$ cat config.mk
export PLATFORM = sky130hd
export DESIGN_NAME = time_display_scan
export DESIGN_NICKNAME = d
export VERILOG_FILES = /design/src/rtl/time_display_scan.sv
export SDC_FILE = /design/constraint.sdc
export NUM_CORES = 1
export LEC_CHECK = 0
export BUFFER_PORTS_ARGS = -buffer_cell sky130_fd_sc_hd__buf_4
export CORE_UTILIZATION = 48
export CTS_CLUSTER_SIZE = 8
export DETAILED_ROUTE_END_ITERATION = 8
export GPL_TIMING_DRIVEN = 1
export PLACE_DENSITY_LB_ADDON = 0.08
export SYNTH_ARGS = -nofsm -noshare
export SYNTH_HDL_FRONTEND = slang
export SYNTH_SLANG_ARGS = --single-unit
$ cat constraint.sdc
create_clock -name clk -period 2.65 [get_ports clk]
set_input_delay 0.1325 -clock clk [delete_from_list [all_inputs] [get_ports clk]]
set_output_delay 0.1325 -clock clk [all_outputs]
set_load 0.02 [all_outputs]
$ cat src/rtl/time_display_scan.sv
// Six-digit multiplexed seven-segment driver for the hh:mm:ss counters.
// Optional build macro DISP_LZB_EN blanks the hours tens digit when it is zero.
module time_display_scan #(
    parameter int SCAN_DIV = 1000,
    parameter int DIV_W    = 16
) (
    input  logic       clk,
    input  logic       rst_n,
    input  logic [5:0] hours,
    input  logic [5:0] minutes,
    input  logic [5:0] seconds,
    output logic [6:0] seg,
    output logic [5:0] dig_sel,
    output logic       frame_tick,
    output logic       busy
);

    typedef enum logic [2:0] {
        IDLE  = 3'd0,
        LOAD  = 3'd1,
        SUB   = 3'd2,
        STORE = 3'd3,
        DONE  = 3'd4
    } state_t;

    state_t state;
    state_t state_nxt;

    logic [DIV_W-1:0] pre;
    logic [2:0]       idx;
    logic [2:0]       idx_nxt;
    logic             wrap;
    logic             capture;
    logic             commit;

    logic [5:0] sh_h;
    logic [5:0] sh_m;
    logic [5:0] sh_s;

    logic [1:0] fld;
    logic [5:0] field_val;
    logic [5:0] working;
    logic [3:0] tens;

    // Digit slot 5 = hours tens ... slot 0 = seconds ones.
    logic [5:0][3:0] pend;
    logic [5:0][3:0] disp;
    logic [5:0][3:0] disp_nxt;
    logic            blank;
    logic            blank_nxt;
    logic [3:0]      cur_digit;
    logic [6:0]      seg_nxt;

    function automatic logic [6:0] glyph(input logic [3:0] d);
        logic [6:0] g;
        case (d)
            4'd0:    g = 7'h3F;
            4'd1:    g = 7'h06;
            4'd2:    g = 7'h5B;
            4'd3:    g = 7'h4F;
            4'd4:    g = 7'h66;
            4'd5:    g = 7'h6D;
            4'd6:    g = 7'h7D;
            4'd7:    g = 7'h07;
            4'd8:    g = 7'h7F;
            4'd9:    g = 7'h6F;
            default: g = 7'h00;
        endcase
        return g;
    endfunction

    // Slot timing: the prescaler wrap is the only event that moves idx.
    always_comb begin
        wrap    = (pre == DIV_W'(SCAN_DIV - 1));
        idx_nxt = idx;
        if (wrap) begin
            idx_nxt = (idx == 3'd5) ? 3'd0 : idx + 3'd1;
        end
        capture = wrap && (idx == 3'd4);
        commit  = wrap && (idx == 3'd5) && (state == DONE);
    end

    always_ff @(posedge clk or negedge rst_n) begin
        if (!rst_n) begin
            pre <= '0;
            idx <= 3'd0;
        end else begin
            pre <= wrap ? '0 : pre + DIV_W'(1);
            idx <= idx_nxt;
        end
    end

    always_ff @(posedge clk or negedge rst_n) begin
        if (!rst_n) begin
            sh_h <= '0;
            sh_m <= '0;
            sh_s <= '0;
        end else if (capture) begin
            sh_h <= hours;
            sh_m <= minutes;
            sh_s <= seconds;
        end
    end

    always_ff @(posedge clk or negedge rst_n) begin
        if (!rst_n) begin
            state <= IDLE;
        end else begin
            state <= state_nxt;
        end
    end

    always_comb begin
        state_nxt = state;
        busy      = 1'b0;
        case (state)
            IDLE: begin
                if (capture) state_nxt = LOAD;
            end
            LOAD: begin
                busy      = 1'b1;
                state_nxt = SUB;
            end
            SUB: begin
                busy = 1'b1;
                if (working < 6'd10) state_nxt = STORE;
            end
            STORE: begin
                busy      = 1'b1;
                state_nxt = (fld == 2'd2) ? DONE : LOAD;
            end
            DONE: begin
                if (commit) state_nxt = IDLE;
            end
            default: state_nxt = IDLE;
        endcase
    end

    always_comb begin
        case (fld)
            2'd0:    field_val = sh_h;
            2'd1:    field_val = sh_m;
            default: field_val = sh_s;
        endcase
    end

    // Repeated subtraction: at most six steps per field, since inputs are 6 bits.
    always_ff @(posedge clk or negedge rst_n) begin
        if (!rst_n) begin
            fld     <= 2'd0;
            working <= '0;
            tens    <= '0;
            pend    <= '0;
        end else begin
            case (state)
                IDLE: begin
                    if (capture) fld <= 2'd0;
                end
                LOAD: begin
                    working <= field_val;
                    tens    <= 4'd0;
                end
                SUB: begin
                    if (working >= 6'd10) begin
                        working <= working - 6'd10;
                        tens    <= tens + 4'd1;
                    end
                end
                STORE: begin
                    case (fld)
                        2'd0: begin
                            pend[5] <= tens;
                            pend[4] <= working[3:0];
                        end
                        2'd1: begin
                            pend[3] <= tens;
                            pend[2] <= working[3:0];
                        end
                        default: begin
                            pend[1] <= tens;
                            pend[0] <= working[3:0];
                        end
                    endcase
                    fld <= fld + 2'd1;
                end
                default: ;
            endcase
        end
    end

    // Outputs are computed from next-cycle values so seg and dig_sel switch together.
    always_comb begin
        disp_nxt  = commit ? pend : disp;
        blank_nxt = commit ? 1'b0 : blank;
        case (idx_nxt)
            3'd0:    cur_digit = disp_nxt[0];
            3'd1:    cur_digit = disp_nxt[1];
            3'd2:    cur_digit = disp_nxt[2];
            3'd3:    cur_digit = disp_nxt[3];
            3'd4:    cur_digit = disp_nxt[4];
            default: cur_digit = disp_nxt[5];
        endcase
        seg_nxt = glyph(cur_digit);
`ifdef DISP_LZB_EN
        if ((idx_nxt == 3'd5) && (cur_digit == 4'd0)) seg_nxt = 7'h00;
`endif
        if (blank_nxt) seg_nxt = 7'h00;
    end

    always_ff @(posedge clk or negedge rst_n) begin
        if (!rst_n) begin
            disp       <= '0;
            blank      <= 1'b1;
            frame_tick <= 1'b0;
            seg        <= 7'h00;
            dig_sel    <= 6'b000000;
        end else begin
            disp       <= disp_nxt;
            blank      <= blank_nxt;
            frame_tick <= commit;
            seg        <= seg_nxt;
            dig_sel    <= blank_nxt ? 6'b000000 : (6'b000001 << idx_nxt);
        end
    end

endmodule

==> results of run 1 <==
[sequential cells by signal, indices dropped and copies added (netlist names)]
name / count
sh_s: 6
sh_m: 6
state: 3
disp: 24
working: 6
idx: 3
blank: 1
tens: 4
pre: 16
pend: 24
frame_tick: 1
sh_h: 6
dig_sel: 6
seg: 7
fld: 2
[layout by cell type (no fill, tap or decap), types with 4 or more instances in the layout]
master	instances
sky130_fd_sc_hd__nor2b_1	5
sky130_fd_sc_hd__mux2_2	39
sky130_fd_sc_hd__dlygate4sd3_1	19
sky130_fd_sc_hd__a21oi_2	4
sky130_fd_sc_hd__clkbuf_8	5
sky130_fd_sc_hd__clkbuf_16	17
sky130_fd_sc_hd__inv_1	13
sky130_fd_sc_hd__xor2_1	8
sky130_fd_sc_hd__nand3_1	17
sky130_fd_sc_hd__nand2b_1	5
sky130_fd_sc_hd__xnor2_1	7
sky130_fd_sc_hd__and3_1	6
sky130_fd_sc_hd__buf_4	100
sky130_fd_sc_hd__a21oi_1	17
sky130_fd_sc_hd__ha_1	7
sky130_fd_sc_hd__buf_6	7
sky130_fd_sc_hd__mux2i_1	8
sky130_fd_sc_hd__nor2_1	29
sky130_fd_sc_hd__nand2_1	99
sky130_fd_sc_hd__nand4_1	4
sky130_fd_sc_hd__dfrtp_1	113
sky130_fd_sc_hd__o21ai_0	25
sky130_fd_sc_hd__nor3_1	11
sky130_fd_sc_hd__a31oi_1	5
[metrics by stage]
step | instance area (µm²) | utilization
finish | 7395 | 0.6733
global route | 7395 | 0.6733
CTS | 7301 | 0.6647
detailed placement | 6316 | 0.5751
global placement | 6316 | 0.5751
floorplan | 5528 | -
[worst paths after layout]
check                        start  endpoint  slack (ns)  depth (start not counted)
max                        pre[15]    seg[4]        -0.1                         13
max reg2reg                pre[15]    seg[4]        -0.1                         13
min                          rst_n  disp[16]        0.17                          2
min in group clk           disp[7]   disp[7]        0.46                          2
max in group asynchronous    rst_n  disp[15]        1.65                          3
min reg2reg                disp[7]   disp[7]        0.46                          2
[worst reg2reg max path, cell delays in order, from the launching register on]
cell	delay (ns)
sky130_fd_sc_hd__dfrtp_1	0.41
sky130_fd_sc_hd__nor4_4	0.27
sky130_fd_sc_hd__buf_4	0.18
sky130_fd_sc_hd__buf_4	0.12
sky130_fd_sc_hd__and4_4	0.25
sky130_fd_sc_hd__buf_6	0.11
sky130_fd_sc_hd__nand3_2	0.08
sky130_fd_sc_hd__nand2_2	0.08
sky130_fd_sc_hd__o2111a_1	0.17
sky130_fd_sc_hd__o31a_1	0.21
sky130_fd_sc_hd__inv_2	0.09
sky130_fd_sc_hd__ha_1	0.20
sky130_fd_sc_hd__and4_1	0.15
sky130_fd_sc_hd__or3_1	0.33
[layout make-up]
type / instances / area (µm²)
Fill cell: 881 / 3588
Sequential cell: 115 / 2880
Multi-Input combinational cell: 375 / 2611
Timing Repair Buffer: 127 / 1040
Clock buffer: 24 / 501.7
Tap cell: 140 / 175.2
Clock inverter: 8 / 122.6
Inverter: 17 / 63.81
[cell families (layout without fill, tap and decap cells)]
group	Yosys count	in the layout	synth area share
simple gates	209	209	0.1831
buf+inv	41	176	0.03345
fa+ha+maj	11	11	0.02521
flops	115	115	0.5273
xor+xnor	15	15	0.02406
compound gates	88	89	0.1036
mux	51	51	0.1033
[routing by layer]
metal | global-route usage | vias up | share of wire
li1 | - | 2101 | -
met2 | 0.4127 | 77 | 0.49
met3 | 0.05678 | 17 | 0.032
met5 | 0 | - | 0
met1 | 0.3094 | 2078 | 0.46
met4 | 0.1023 | 0 | 0.017
[power by group through the flow]
stage	logic [mW]	clock network, mW	registers [mW]
floorplan	0.000225	0	1.79
finish	0.0819	2.39	1.76
CTS	0.0843	2.41	1.76
global placement	0.0600	0	1.79
detailed placement	0.0624	0	1.79
global route	0.0929	2.50	1.76
[repair_timing]
action	4_1_cts	5_1_grt
cloned	0	1
hold buffers	19	0
buffers inserted	8	2
pin swaps	14	14
gates resized for setup	26	19
setup endpoints to repair	7	7
endpoints found under the hold margin	42	0
==> results summary, run 1 <==
Averaged over all synthesized cells, the footprint is 10.30 µm². The worst max-slew margin expressed relative to the limit came out at 0.6162. The vias after detailed routing is 4273.

TritonCTS built the clock tree. In the routed design, unresolved DRC markers number 0. The reported net switching power is about 0.83 mW. The net count of the mapped netlist is 561. The signed area change from the synthesized netlist to the final layout is 35.43%. The floorplan step set the die height to 108.7 µm. The post-route antenna net violation count is 0. The number of levels the H-tree was split into came out at 4. The category of the most critical setup path is reg -> reg. Of the total power, the share spent switching nets is 0.1964. The worst setup path is launched from a register. In the synthesized netlist, the number of instances is 530. The total global routing track utilization is 0.2474.

The sequential share of power came out at 0.416. The number of I/O port buffers is 34. The standard cell core area is 10980 µm². The routed wire length per instance came out at 16.29 µm. The maximum ir drop on the vdd rail is between 0.0004 and 0.0005 V. Clock tree synthesis selected as its root buffer the cell sky130_fd_sc_hd__clkbuf_16.

The data arrival time at the worst-slack endpoint is slightly above 3 ns. For the pin with the worst max-slew slack, the measured transition is around 0.57 ns. The first global-routing pass estimated roughly 22000 µm of wire.

In the synthesized netlist, the cells that appear most often are 114 x sky130_fd_sc_hd__dfrtp_1, 101 x sky130_fd_sc_hd__nand2_1, 39 x sky130_fd_sc_hd__mux2_2. The total of max-cap violations came out at 0. For this configuration, the core starts out at a cell density of 0.4972.

Ranked by total cell area, the synthesized netlist is headed by sky130_fd_sc_hd__dfrtp_1 52%, sky130_fd_sc_hd__mux2_2 8.0%, sky130_fd_sc_hd__nand2_1 6.9%. The static leakage is approximately 3.6 nW. The final worst clock skew is 0.006775 ns. The number of DRC markers after the initial detailed-route iteration is 228.

The number of global-route vias before repair is 4494. The clock passes through at most 2 buffers. The checks that failed: setup timing. After clock tree synthesis, the clock-pin slew on the worst setup and hold paths is 0.06 ns. Summed over all instances, the cell type with the most area after synthesis is sky130_fd_sc_hd__dfrtp_1. Of all nets on the critical path, the largest fanout is 3. The total overflow reported by the global router is 0. The maximum number of pins on one net before global-route repair came out at between 50 and 60. The part of the Yosys area used for sequential elements came out at 0.5273. Once detailed placement completed, the half-perimeter wirelength came to 8887 µm. The number of buffers created by CTS came out at 17. The worst setup slack after layout came out at -0.09721 ns.

After floorplanning, the core was divided into 38 placement rows. In the final layout, the share of cells above drive strength 1 is 0.3378. The max-slew violation count was 0.

The horizontal die dimension came out at around 110 µm. The synthesized design contains 0 enable-type register cells. The post-route non-filler standard cell count is approximately 800. In this run the worst hold path is classified as in -> async. Summing every instance area after synthesis gives 5460 µm².

The antenna diode count came out at 0. The worst slack after detailed placement came out at -0.2207 ns. The setup TNS came out at -0.2991 ns.

The cell occurring most often along the worst timing path is sky130_fd_sc_hd__buf_4. The number of nets in the finished design is between 600 and 700. The number of detailed-route iterations in the first pass came out at 4.

The number of sinks on the clock net came out at approximately 120. The required time of the worst setup path is 2.94 ns. The area share of the largest cell type after synthesis came out at 0.5225. Setup repair after global routing could not meet its margin everywhere. After detailed routing, the number of vias per cell comes to about 5.3.

The register bit count reported by yosys came out at 115. The power density of the placed cells is 571.6 nW/µm². The run finished, with violations left. On the critical path the largest part of the delay comes from simple AND/OR/NAND/NOR gates. Routability-driven placement finished with a final weighted congestion of 0.9048. The combinational power share is 0.019. The async set-or-reset flop fraction in the synthesized netlist is 1.000. The worst setup path is captured at a register.

The worst-skew pair later-pin latency is ~0.42 ns. The instance count after placement with tap cells included came out at 744. The share of total power dissipated in the clock network is 0.565. The commonest register cell after synthesis is sky130_fd_sc_hd__dfrtp_1. After layout, the minimum clock period comes to 2.747 ns. The die covers 11810 µm².

By instance count, the leading cell after synthesis is sky130_fd_sc_hd__dfrtp_1. The yosys synthesis warning count came out at 0. The slowest stage of the critical path is the sky130_fd_sc_hd__dfrtp_1 cell. Derived from the worst setup path, the maximum achievable clock frequency is 0.3640 GHz. The overall power after layout is roughly 4.2 mW. The final setup violation count is 4. The number of buffer and inverter instances along the worst setup path is 4. For this design the top-level I/O count stands at 35. The delay of the slowest cell on the worst path came out at just over 0.4 ns. The number of endpoints with negative hold slack in the final report came out at 0. The final clock period utilization by the worst path is 1.037. The overall routed net length is roughly 13000 µm. The unique cell type count in the Yosys netlist came out at 66. The critical path goes through nor4_4 > buf_4 > buf_4 > and4_4 > buf_6 > nand3_2 > nand2_2 > o2111a_1 > o31a_1 > inv_2 > ha_1 > and4_1 > or3_1. The number of antenna violations at the first check in global routing is 0. The internal power contribution came out at approximately 3.4 mW.

Hold timing on the final database bottoms out at a slack of between 0.15 and 0.2 ns.
(Power assumes the default switching activity.)
==> inputs of run 2 (changes only) <==
Settings changed: PLACE_DENSITY set to 0.73, PLACE_DENSITY_LB_ADDON 0.08 to not set.
==> run 2 against run 1 <==
Effect of this change:
- the flow still finishes with violations (setup timing)
- total power increased by 1.1%
- die area unchanged
- design area increased by 1.0%
- fmax decreased by 1.9%
- setup slack got worse by 0.054 ns
- clock skew increased by 0.0038 ns
- non-clock buffer count increased by 5
- register-to-register slack got worse by 0.05 ns
- count of clock-buffer cells in the layout decreased by 7
- hold slack improved by 0.13 ns
- critical path type unchanged
- highest routed layer unchanged
==> results summary, run 2 (synthesized netlist as in run 1, its figures left out) <==
The power density of the placed cells came out at roughly 570 nW/µm². Of all nets on the critical path, the largest fanout is 5. TritonCTS created 17 clock buffers. The ratio of routed vias to standard cells is 5.535.

The design draws between 4 and 5 mW. The reported net switching power came out at 0.8964 mW. The post-route antenna net violation count came out at 0. The category of the worst setup path capture point is a register. The instance count after placement with tap cells included is 742. Subtracting the final worst setup slack from the clock period gives between 2 and 3 ns. The number of global-route vias before repair came out at ~4600. The worst register-to-register path ends at seg[3]. The detailed-placement wirelength estimate came out at roughly 9100 µm. Measured along the x axis, the die boundary spans around 110 µm. The overall routed net length is between 10000 and 15000 µm. The initialized floorplan defines 38 standard-cell rows. The number of buffer and inverter instances along the worst setup path came out at 2.

The most critical setup path has its endpoint at seg[3]. The static leakage is around 3.6 nW. The signed area change from the synthesized netlist to the final layout is 36.85%. The number of remaining DRC errors is 0.

The final setup violation count is 6. The flow ran to the end, but the final reports show violations. The routing usage on met3 is 0.06216. The total global routing track utilization came out at 0.2610. The largest registers in the layout are disp (24), pend (24), pre (16). The number of endpoints with negative hold slack in the final report came out at 0. Among cell families on the critical path, the largest total delay comes from compound AO/OA/AOI/OAI gates.

The worst setup path is launched from a register. Counting buffers and inverters, the worst setup path is 11 cells deep. The worst-margin pin slew came out at between 0.6 and 0.7 ns.

The combinational power share is 0.019. The number of antenna diodes in the final layout is 0. Of the total power, the clock network draws 0.570. The share of total power dissipated in sequential elements is 0.411.

The detailed router finished its first iteration with 206 violations. Setup repair after global routing could not meet its margin everywhere. The routed layout has 4489 vias. The maximum number of pins on one net before global-route repair is 66. The first-pass GRT wire length is between 20000 and 25000 µm. The number of detailed-route iterations in the first pass is 5. For this design the top-level I/O count stands at 35. The root cell of the clock tree is sky130_fd_sc_hd__clkbuf_16. The chip height came out at 108.7 µm.

The signal on the critical path passes through nor4b_4 > nand4_4 > buf_6 > o21ai_2 > nand2_2 > o2111a_1 > o31a_1 > buf_4 > ha_4 > mux2_4 > o22ai_2. The number of levels the H-tree was split into is 4. The final reports fail on setup timing. The top cell types in the final layout, fill and taps aside, are 114 x sky130_fd_sc_hd__dfrtp_1, 109 x sky130_fd_sc_hd__buf_4, 99 x sky130_fd_sc_hd__nand2_1. The number of sinks on the clock net is approximately 120.

The number of antenna violations at the first check in global routing came out at 0. The most common library cell in the layout ignoring fill and taps is sky130_fd_sc_hd__dfrtp_1. The total of max-cap violations is 0. In this run the critical register-to-register path is launched from pre[12]. The routed wire length per instance came out at ~17 µm. The data arrival time at the worst-slack endpoint is between 3 and 4 ns. The path depth of the worst reg2reg path came out at 11. The final clock period utilization by the worst path came out at 1.057. The final worst clock skew came out at between 0.01 and 0.015 ns. The slowest stage of the critical path is the sky130_fd_sc_hd__nor4b_4 cell. After routing, the total negative slack on setup checks comes to -0.5586 ns. The global routing usage on met1 is 0.3250. The max-slew violation count is 0. The worst hold slack after final layout is approximately 0.30 ns. For met2 alone, demand over resource in global routing was 0.4403. Of the total power, the share spent switching nets is 0.2099. The die outline area came out at 11810 µm². At the end of routability-driven placement, the weighted congestion stood at 0.8847.

The slack of the worst reg-to-reg path came out at -0.15 ns. The number of I/O port buffers came out at 34. The total area inside the core boundary comes to 10980 µm². The number of nets in the finished design is between 600 and 700. The total overflow reported by the global router is 0.

The layout cell share with drive strength beyond 1 is 0.3532. TritonCTS built the clock tree. The critical path in this run is classified as reg -> reg.

The delay of the slowest cell on the worst path is 0.42 ns. The min-delay analysis places its worst path in the category in -> async. The maximum root-to-sink buffer count came out at 2. The internal power of the cells totals 3.375 mW. The busiest layer in global routing is met2.

Derived from the worst setup path, the maximum achievable clock frequency is between 0.3 and 0.4 GHz. The post-route non-filler standard cell count is just over 800. The required time of the worst setup path came out at around 3 ns.

The initial utilization of the core area, before any placement, comes to 0.4972. The worst max-slew margin expressed relative to the limit is 0.5518. After clock tree synthesis, the clock-pin slew on the worst setup and hold paths is approximately 0.05 ns. The later pin in the worst-skew pair is clocked with a latency of 0.42 ns. The worst setup slack after layout came out at -0.1510 ns. In this run the worst setup path begins at pre[12]. The maximum ir drop on the vdd rail came out at between 0.0006 and 0.0007 V.
==> run 2: repair_timing <==
action / CTS / global route
setup endpoints to repair: 7 / 7
hold buffers: 19 / 0
resized for setup: 21 / 26
setup buffers: 12 / 6
endpoints found under the hold margin: 67 / 0
pin swaps: 16 / 19
gates cloned: 0 / 1
==> run 2: power by group through the flow <==
stage / logic [mW] / registers (mW) / clock network, mW
finish: 0.0809 / 1.76 / 2.43
global route: 0.0913 / 1.76 / 2.56
CTS: 0.0823 / 1.76 / 2.46
detailed placement: 0.0607 / 1.79 / 0
global placement: 0.0585 / 1.79 / 0
floorplan: 0.000225 / 1.79 / 0
==> run 2: how the worst min path moves through the flow <==
stage	start	to	slack, ns	cells after the start
final	rst_n	pre[11]	0.30	2
after global routing	rst_n	pre[8]	0.38	2
after CTS	rst_n	pre[11]	0.31	2
after detailed placement	rst_n	pre[9]	0.22	1
after global placement	rst_n	pre[11]	0.20	1
after floorplan	rst_n	dig_sel[0]	-0.16	0
==> run 2: worst register-to-register path: stages (launching register included) <==
cell                       delay [ns]
sky130_fd_sc_hd__dfrtp_1         0.41
sky130_fd_sc_hd__nor4b_4         0.42
sky130_fd_sc_hd__nand4_4         0.19
sky130_fd_sc_hd__buf_6           0.17
sky130_fd_sc_hd__o21ai_2         0.12
sky130_fd_sc_hd__nand2_2         0.08
sky130_fd_sc_hd__o2111a_1        0.24
sky130_fd_sc_hd__o31a_1          0.32
sky130_fd_sc_hd__buf_4           0.16
sky130_fd_sc_hd__ha_4            0.23
sky130_fd_sc_hd__mux2_4          0.28
sky130_fd_sc_hd__o22ai_2         0.11
==> run 2: cell type report <==
cell class,count,area (µm²)
clock buffer,17,425.4
clock inverter,15,207.7
fill,813,3511
inverter,17,66.31
multi-input combinational,375,2656
sequential,115,2879
tap,140,175.2
timing repair buffer,132,1062
==> run 2: stage by stage <==
step / instance area, µm² / util / setup slack [ns]
after floorplan: 5528 / - / -0.05369
after global placement: 6301 / 0.5737 / -0.1478
after detailed placement: 6301 / 0.5737 / -0.3078
after CTS: 7317 / 0.6662 / -0.1521
after global routing: 7472 / 0.6803 / -0.2678
final: 7472 / 0.6803 / -0.1510
==> run 2: per-layer routing <==
metal,vias up,part of all wire,wire length (µm)
met5,-,0,0
met4,0,0.019,269
met3,25,0.039,539
met2,114,0.51,7089
met1,2234,0.43,5934
li1,2116,-,-
==> inputs of run 3 (changes only) <==
Settings changed: BUFFER_PORTS_ARGS -buffer_cell sky130_fd_sc_hd__buf_4 to -buffer_cell sky130_fd_sc_hd__buf_2.
==> run 3 against run 2 <==
Effect of this change:
- the flow still finishes with violations (setup timing)
- critical path depth shrank 1
- highest routed layer unchanged
- routed wire length down 5.9%
- total power decreased by 2.6%
- utilization shrank 1.7 points
- count of clock-buffer cells in the layout up 4
==> results summary, run 3 (synthesized netlist as in run 1, its figures left out) <==
The number of global-route vias before repair came out at about 4400. After detailed routing, the number of vias per cell comes to between 5 and 6. The first global-routing pass estimated about 22000 µm of wire. The category of the most critical setup path is reg -> reg.

The slowest stage of the critical path belongs to the cell sky130_fd_sc_hd__or3b_4. The largest registers in the layout are disp (24), pend (24), pre (16). The number of detailed-route iterations in the first pass came out at 4. The number of remaining DRC errors is 0.

The number of levels the H-tree was split into is 4. The maximum number of pins on one net before global-route repair is 57. The finished cells cover approximately 7300 µm².

The maximum root-to-sink buffer count came out at 2. The number of sinks on the clock net is 115. The delay of the slowest cell on the worst path came out at ~0.43 ns.

Summing over every cut layer, the via total after detailed routing is about 4400. The classification of the worst-slack hold path is in -> async. The number of buffers created by CTS came out at 17.

The total global routing track utilization came out at 0.2456. The chip height came out at between 100 and 150 µm. The routed wire length per instance is 16.24 µm.

Headroom to the max-slew limit came out at 0.5054. The standard cell core area is between 10000 and 15000 µm². The routed metal-1 wire length is about 5900 µm. Based on the critical path, the design can be clocked at up to 0.3501 GHz. The die outline area is approximately 12000 µm². The design draws between 4 and 5 mW. The worst slack after detailed placement came out at -0.2790 ns. The wire-length estimate of the detail-placed layout is around 8500 µm.

The cell family contributing the most delay on the critical path is compound AO/OA/AOI/OAI gates. STA classifies the critical path startpoint as a register. The number of buffers and inverters on the critical path is 1.

The detailed-routed wire length on met3 came out at just under 500 µm. The root cell of the clock tree is sky130_fd_sc_hd__clkbuf_16. The checks that failed: setup timing.

The worst-case IR drop observed on VDD is 0.0003918 V. The instance count after placement with tap cells included came out at 740. The required time of the worst setup path is between 2 and 3 ns. The category of the worst setup path capture point is a register.

The starting utilization of the core area is 0.4972. Setup repair after global routing could not meet its margin everywhere. In the layout the commonest cells are 114 x sky130_fd_sc_hd__dfrtp_1, 101 x sky130_fd_sc_hd__nand2_1, 66 x sky130_fd_sc_hd__buf_4.

The later pin in the worst-skew pair is clocked with a latency of roughly 0.42 ns. The number of I/O port buffers came out at 34. The floorplan has 38 rows. After detailed routing, no signal wire sits above met4. The maximum fanout along the worst path came out at 3. Of the cells placed in the final design, the portion with a size suffix greater than 1 is 0.3283. The power density of the placed cells came out at around 570 nW/µm². Setup violations remaining at the end of the flow were counted as 6. The number of DRC markers after the initial detailed-route iteration is approximately 220.

The area growth from synthesis to layout is 33.43%. The worst-margin pin slew is 0.7419 ns. Across all setup checks in the final design, the least slack found is -0.2067 ns. Summing all placed instances gives a cell area of 6203 µm². The total overflow reported by the global router is 0. The run finished, with violations left. The final worst clock skew is ~0.012 ns. The wire length on met2 came out at 6477 µm. The post-route antenna net violation count is 0. Clock-pin slew was measured on the worst setup and hold paths at roughly 0.050 ns. The max-slew violation count came out at 0. The post-route non-filler standard cell count came out at approximately 800. The final clock period utilization by the worst path is 1.078. The clock period minus worst slack came out at 2.857 ns. The I/O pin count came out at 35. The number of endpoints with negative hold slack in the final report came out at 0. The library cell used most frequently in the layout, excluding fill and tap cells, is sky130_fd_sc_hd__dfrtp_1. The data arrival time at the worst-slack endpoint came out at approximately 3.2 ns.

The total of max-cap violations is 0. TritonCTS built the clock tree. Routability-driven placement finished with a final weighted congestion of about 0.9. The static leakage came out at 3.520 nW. The number of antenna violations at the first check in global routing came out at 0. The critical path goes through or3b_4 > nor2_2 > mux2_1 > a31oi_1 > o221ai_2 > o31a_1 > inv_2 > ha_4 > mux2_4 > o22ai_2. The number of nets in the finished design is between 600 and 700. The overall routed net length is ~13000 µm. The horizontal die dimension is around 110 µm. The antenna diode count is 0.
run 3: changes by cell type in the layout (fill, tap and decap cells not counted), sizes merged:
| cell | before | now |
|---|---|---|
| buf | 113 | 104 |
| clkbuf | 17 | 21 |
| clkinvlp | 4 | 2 |
| inv | 18 | 16 |
| bufbuf | 0 | 1 |
| bufinv | 4 | 3 |
| clkinv | 6 | 5 |
run 3: power breakdown:
part | switching, mW | internal, mW | total (mW)
Sequential | 0 | 1.76 | 1.76
Combinational | 0.0415 | 0.0325 | 0.0740
Clock | 0.769 | 1.56 | 2.33
run 3: worst paths after layout:
path,from,to,slack (ns),cells past startpoint
worst min register to register,disp[13],disp[13],0.46,2
min in group clk,disp[13],disp[13],0.46,2
max in group asynchronous,rst_n,state[1],1.58,3
worst max-delay path,state[0],seg[3],-0.21,10
worst max register to register,state[0],seg[3],-0.21,10
worst min-delay path,rst_n,idx[1],0.33,2
run 3: per-stage QoR:
stage	TNS, ns	util	hold slack (ns)
finish	-0.9681	0.6634	0.3349
detailed placement	-1.291	0.5648	0.2472
global placement	-0.7384	0.5648	0.2381
global route	-1.579	0.6634	0.4155
floorplan	-0.06590	-	-0.1631
CTS	-0.7041	0.6539	0.3520
run 3: final cells by class:
| cell class | count | area [µm²] |
|---|---|---|
| clock inverter | 9 | 128.9 |
| fill | 828 | 3697 |
| multi-input combinational | 375 | 2604 |
| timing repair buffer | 124 | 952.2 |
| tap | 140 | 175.2 |
| inverter | 17 | 66.31 |
| sequential | 115 | 2879 |
| clock buffer | 21 | 480.5 |
run 3: timing repair:
| action | CTS | global route |
|---|---|---|
| setup endpoints to repair | 7 | 7 |
| setup buffers | 6 | 5 |
| pin swaps | 9 | 10 |
| resized for setup | 23 | 15 |
| gates cloned | 1 | 1 |
| hold buffers | 19 | 0 |
| endpoints found under the hold margin | 71 | 0 |
run 3: routing by layer:
metal	up-vias	global-route usage
met1	2144	0.3102
met2	95	0.4042
met5	-	0
li1	2100	-
met4	0	0.1110
met3	16	0.05380
